File: src/rtl/crc_lfsr_step.sv
// One bit of serial polynomial division: rem' = (rem * x + b) mod P.
// Purely combinational so a future serial generator can share it.
module crc_lfsr_step #(
    parameter int CRC_BW = 8
) (
    input  logic [CRC_BW-1:0] rem_in,
    input  logic              bit_in,
    input  logic [CRC_BW-1:0] divisor,
    output logic [CRC_BW-1:0] rem_out
);

    logic fb;

    assign fb      = rem_in[CRC_BW-1];
    assign rem_out = {rem_in[CRC_BW-2:0], bit_in} ^ ({CRC_BW{fb}} & divisor);

endmodule

File: config.mk
export PLATFORM = sky130hd
export DESIGN_NAME = crc_lfsr_step
export DESIGN_NICKNAME = d
export VERILOG_FILES = /design/src/rtl/crc_lfsr_step.sv
export SDC_FILE = /design/constraint.sdc
export NUM_CORES = 1
export LEC_CHECK = 0
export ABC_CLOCK_PERIOD_IN_PS = 800
export CORE_AREA = 2 2 39 41
export DETAILED_ROUTE_END_ITERATION = 7
export DIE_AREA = 0 0 41 43
export GPL_TIMING_DRIVEN = 1
export PLACE_DENSITY = 0.61
export SKIP_LAST_GASP = 1
export SYNTH_ARGS = -nofsm -noshare
export SYNTH_HDL_FRONTEND = slang
export SYNTH_SLANG_ARGS = --single-unit
File: constraint.sdc
create_clock -name vclk -period 0.8
set_clock_uncertainty 0.1 [all_clocks]
set_input_delay 0.08 -clock vclk [all_inputs]
set_output_delay 0.08 -clock vclk [all_outputs]
set_load 0.05 [all_outputs]
==> run metrics, run 1 <==
Syn Inst Count=17; Antenna Nets Post-Route=0; synth warn=0; Slew @ Worst Pin=0.1509 ns; first-pass GRT wire length=1014 µm; Max Freq=1281 MHz; die width=41 µm; hpwl dp=598.4 µm; crit path to=rem_out[7]; pin count of the biggest net entering global routing=9; core area=1384 µm²; setup violators final=0; CP peak stage delay=0.16 ns; dpl ws=-0.5510 ns; status=finished, final reports clean; final WL=619 µm; diode count=0; Syn Area/Cell=11.85 µm²; Sw Pwr=294.3 µW; row count=14; Mapped Area=201.4 µm²; gpl congestion=0.5598; register share of total power=0%; Fin. Hold Viols=0; syn nets=34; critical path class=in -> out; number of fill cells=128; max-slew violation count=0; total global routing overflow=0; leakage=0.0002866 µW; Hold WC Path Type=in -> out; fin crit share=97.60%; Yosys top cell by area=xnor2_2; MaxCap Viol Count=0; internal power=314.1 µW; DR iter-0 viols=1; vias in the first global route=243; initial core utilization=14.56%; Area contributors post-synth=xnor2_2 (65%), nand2_2 (19%), nand2_4 (11%), buf_6 (5.6%); critical path startpoint=rem_in[7]; nets@finish=60; die area=1763 µm²; register area=0 µm²; max_slew headroom=89.94%; initial antenna violation count=0; Comb pwr share=100.0%; Wirelength per Cell=10.86 µm; Post-CTS Setup Repair Bufs=0; Max VDD drop=0.3865 mV; CP Max Fanout=8; drt pass-1 iters=2; vias after detailed routing=217; element type at the critical path start=input port; Post-route DRC=0; CP Capture Type=output port; Netlist cell types=4; share of cells above drive strength 1=100.0%; fin crit period=0.7808 ns; gr usage total=8.032%; Clk pwr share=0%; DIE HEIGHT=43 µm; top-area cell type share of the netlist area=64.60%; hold buffers post-CTS=0; Seq cells=0; port bufs=25; slowest cell on the critical path=xnor2_4; final hold slack=0.4145 ns; RSZ-0062 raised after global routing=yes; Worst Path Required=0.62 ns; sw frac=48.37%; io pins=25; Layout area overhead=202.5%; PwrDens=998.5 nW/µm²; clkbuf count=0; Crit path arrival time=0.60 ns; Via density=3.807; crit-path cells=buf_16 > nand2_4 > xnor2_4 > buf_12; sequential area share after synthesis=0%; final worst setup slack=0.01921 ns
synth_stat cells:
master and instances:
xnor2_2 8, nand2_4 2, buf_6 1, nand2_2 6
stage by stage:
stage	setup TNS [ns]	util [%]	cell area [µm²]	instances	power, µW
finish	0	44.03	609.3	57	608.4
floorplan	0	-	305.3	17	319.0
detailed placement	-4.153	47.38	655.6	58	634.9
global placement	-4.092	47.38	655.6	58	631.7
CTS	-0.06113	47.02	650.6	57	627.9
global route	-0.02953	44.03	609.3	57	635.3
final cells by class:
cell class,instances,area [µm²],share of cell area (%)
well taps,16,20.02,3.285
multi-input cells,16,319.1,52.36
repair buffers,25,270.3,44.35
cell usage in the layout (no fill, tap or decap):
cell type and count:
nand2_4 7, buf_2 15, buf_16 1, nand2_8 1
buf_12 8, buf_4 1, xnor2_4 8
per-layer routing:
metal  track usage [%]  wire length [µm]  share of wire [%]  up-vias
li1                  -                 -                  -      100
met1             9.325               196                 32       92
met2             14.69               299                 48       25
met3             2.094               123                 20        0
met4                 0                 0                  0        0
met5                 0                 0                  0        -
worst min-delay path by stage:
stage	start	to	depth (start not counted)
4_1_cts	rem_in[0]	rem_out[1]	3
3_3_place_gp	divisor[6]	rem_out[6]	4
6_report	rem_in[1]	rem_out[2]	3
3_5_place_dp	divisor[5]	rem_out[5]	4
5_1_grt	rem_in[5]	rem_out[6]	3
2_1_floorplan	rem_in[0]	rem_out[1]	1
power groups by stage:
stage / combinational, µW / sequential (µW) / clock (µW)
2_1_floorplan: 319 / 0 / 0
3_3_place_gp: 632 / 0 / 0
3_5_place_dp: 635 / 0 / 0
4_1_cts: 628 / 0 / 0
5_1_grt: 635 / 0 / 0
6_report: 608 / 0 / 0
critical path: cells and delay by family:
kind / cells / cell delay [ns]
simple gates: 1 / 0.07
xor+xnor: 1 / 0.16
buf+inv: 2 / 0.28
cell families (layout without fill, tap and decap cells):
family	after synthesis	in the layout	share of synthesized area, %
XOR/XNOR	8	8	64.59
AND/OR/NAND/NOR	8	8	29.81
buffers and inverters	1	25	5.590
repair_timing:
item	in CTS	in global routing
pin swaps	13	7
gates resized for setup	71	8
setup endpoints to repair	8	8
endpoints found under the hold margin	0	0
Power figures use the tool's default switching activity.
==> run 2, diff against run 1 <==
==> config.mk (replaced) <==
export PLATFORM = sky130hd
export DESIGN_NAME = crc_lfsr_step
export DESIGN_NICKNAME = d
export VERILOG_FILES = /design/src/rtl/crc_lfsr_step.sv
export SDC_FILE = /design/constraint.sdc
export NUM_CORES = 1
export LEC_CHECK = 0
export ABC_CLOCK_PERIOD_IN_PS = 1000
export CORE_AREA = 3 3 40 42
export DETAILED_ROUTE_END_ITERATION = 7
export DIE_AREA = 0 0 43 45
export GPL_TIMING_DRIVEN = 1
export PLACE_DENSITY = 0.59
export SKIP_LAST_GASP = 1
export SYNTH_ARGS = -nofsm -noshare
export SYNTH_HDL_FRONTEND = slang
export SYNTH_SLANG_ARGS = --single-unit
==> constraint.sdc (replaced) <==
create_clock -name vclk -period 1
set_clock_uncertainty 0.1 [all_clocks]
set_input_delay 0.1 -clock vclk [all_inputs]
set_output_delay 0.1 -clock vclk [all_outputs]
set_load 0.05 [all_outputs]
==> run 2 against run 1 <==
Net effect: core utilization is 0.51 points lower; worst setup slack improved by 0.019 ns; cell area shrank 8.2%; hold slack better by 0.15 ns; wire length shrank 8.4%; via count decreased by 6.5%; combinational power is 29% lower; critical path depth grew 1; critical path type unchanged; first-iteration DRC count shrank 100%; count of clock-buffer cells in the layout is the same; sequential cell count stayed put; sequential share of layout area is the same.
==> run metrics, run 2 (synthesis gave the netlist of run 1 again) <==
Post-CTS Setup Repair Bufs=0 (unchanged); Slew @ Worst Pin=0.1983 ns (was 0.1509 ns); Max Freq=1040 MHz; nets@finish=62 (was 60); max_slew headroom=86.71% (was 89.94%); setup violators final=0 (unchanged); gpl congestion=0.6412 (was 0.5598); DR iter-0 viols=0 (was 1); drt pass-1 iters=1 (was 2); Layout area overhead=177.6% (was 202.5%); DIE HEIGHT=45 µm (was 43 µm); final worst setup slack=0.03828 ns (was 0.01921 ns); Max VDD drop=0.2833 mV (was 0.3865 mV); final WL=567 µm (was 619 µm); die width=43 µm (was 41 µm); critical path class=in -> out (unchanged); register area=0 µm² (unchanged); fin crit period=0.9617 ns; element type at the critical path start=input port (unchanged); CP Max Fanout=4 (was 8); Seq cells=0 (unchanged); Worst Path Required=0.80 ns (was 0.62 ns); Post-route DRC=0 (unchanged); row count=13 (was 14); Antenna Nets Post-Route=0 (unchanged); Wirelength per Cell=9.776 µm (was 10.86 µm); leakage=0.0002748 µW (was 0.0002866 µW); RSZ-0062 raised after global routing=no (was yes); PwrDens=772.7 nW/µm² (was 998.5 nW/µm²); status=finished, final reports clean (unchanged); gr usage total=5.819% (was 8.032%); die area=1935 µm² (was 1763 µm²); dpl ws=-0.3599 ns (was -0.5510 ns); most common cell after layout, fill and taps aside=dlygate4sd2_1 (was buf_2); setup TNS=0 ns (unchanged); final design utilization=43.52% (was 44.03%); fin crit share=96.17%; hold buffers post-CTS=0 (unchanged); Hold WC Path Type=in -> out (unchanged); clkbuf count=0 (unchanged); Fin. Hold Viols=0 (unchanged); share of cells above drive strength 1=62.79% (was 100.0%); core area=1285 µm² (was 1384 µm²); Crit path arrival time=0.76 ns (was 0.60 ns); MaxCap Viol Count=0 (unchanged); port bufs=25 (unchanged); overall power=432.2 µW (was 608.4 µW); pin count of the biggest net entering global routing=5 (was 9); CP Capture Type=output port (unchanged); vias after detailed routing=203 (was 217); total global routing overflow=0 (unchanged); max-slew violation count=0 (unchanged); io pins=25 (unchanged); initial antenna violation count=0 (unchanged); vias in the first global route=220 (was 243); Via density=3.500 (was 3.807); diode count=0 (unchanged); initial core utilization=15.68% (was 14.56%); first-pass GRT wire length=855 µm (was 1014 µm); most frequent cells in the layout=dlygate4sd2_1 (16), buf_12 (8), nand2_2 (6), xnor2_2 (6) (was buf_2 (15), xnor2_4 (8), buf_12 (8))
## run 2: final timing paths
kind / start / endpoint / slack (ns) / cells after the start
hold / removal: rem_in[4] / rem_out[5] / 0.56 / 3
setup / recovery: rem_in[7] / rem_out[2] / 0.04 / 5
## run 2: stage by stage
stage / area, µm² / std cells / hold slack (ns)
finish: 559.3 / 58 / 0.5626
global route: 559.3 / 58 / 0.5730
CTS: 559.3 / 58 / 0.5687
detailed placement: 554.3 / 58 / 0.8224
global placement: 554.3 / 58 / 0.8236
floorplan: 201.4 / 17 / 0.2916
## run 2: repair_timing
item	CTS	global route
pin swaps	10	1
setup endpoints to repair	8	1
resized for setup	24	0
## run 2: cell type report
type	count	area [µm²]
repair buffers	27	327.8
well taps	15	18.77
multi-input cells	16	212.7
fillers	127	725.7
## run 2: power breakdown
part	switching [µW]	internal [µW]	total, µW
clock network	0	0	0
registers	0	0	0
logic	210	222	432
## run 2: critical path: stages
cell and delay [ns]:
buf_2 0.11, buf_6 0.11, nand2_2 0.06, xnor2_2 0.21
buf_12 0.17
## run 2: layer usage
layer  up-vias  global-route usage, %  wire (µm)
met2        24                  11.38        236
met1        77                  6.475        229
met5         -                      0          0
met3         0                  1.992        100
met4         0                      0          0
li1        102                      -          -
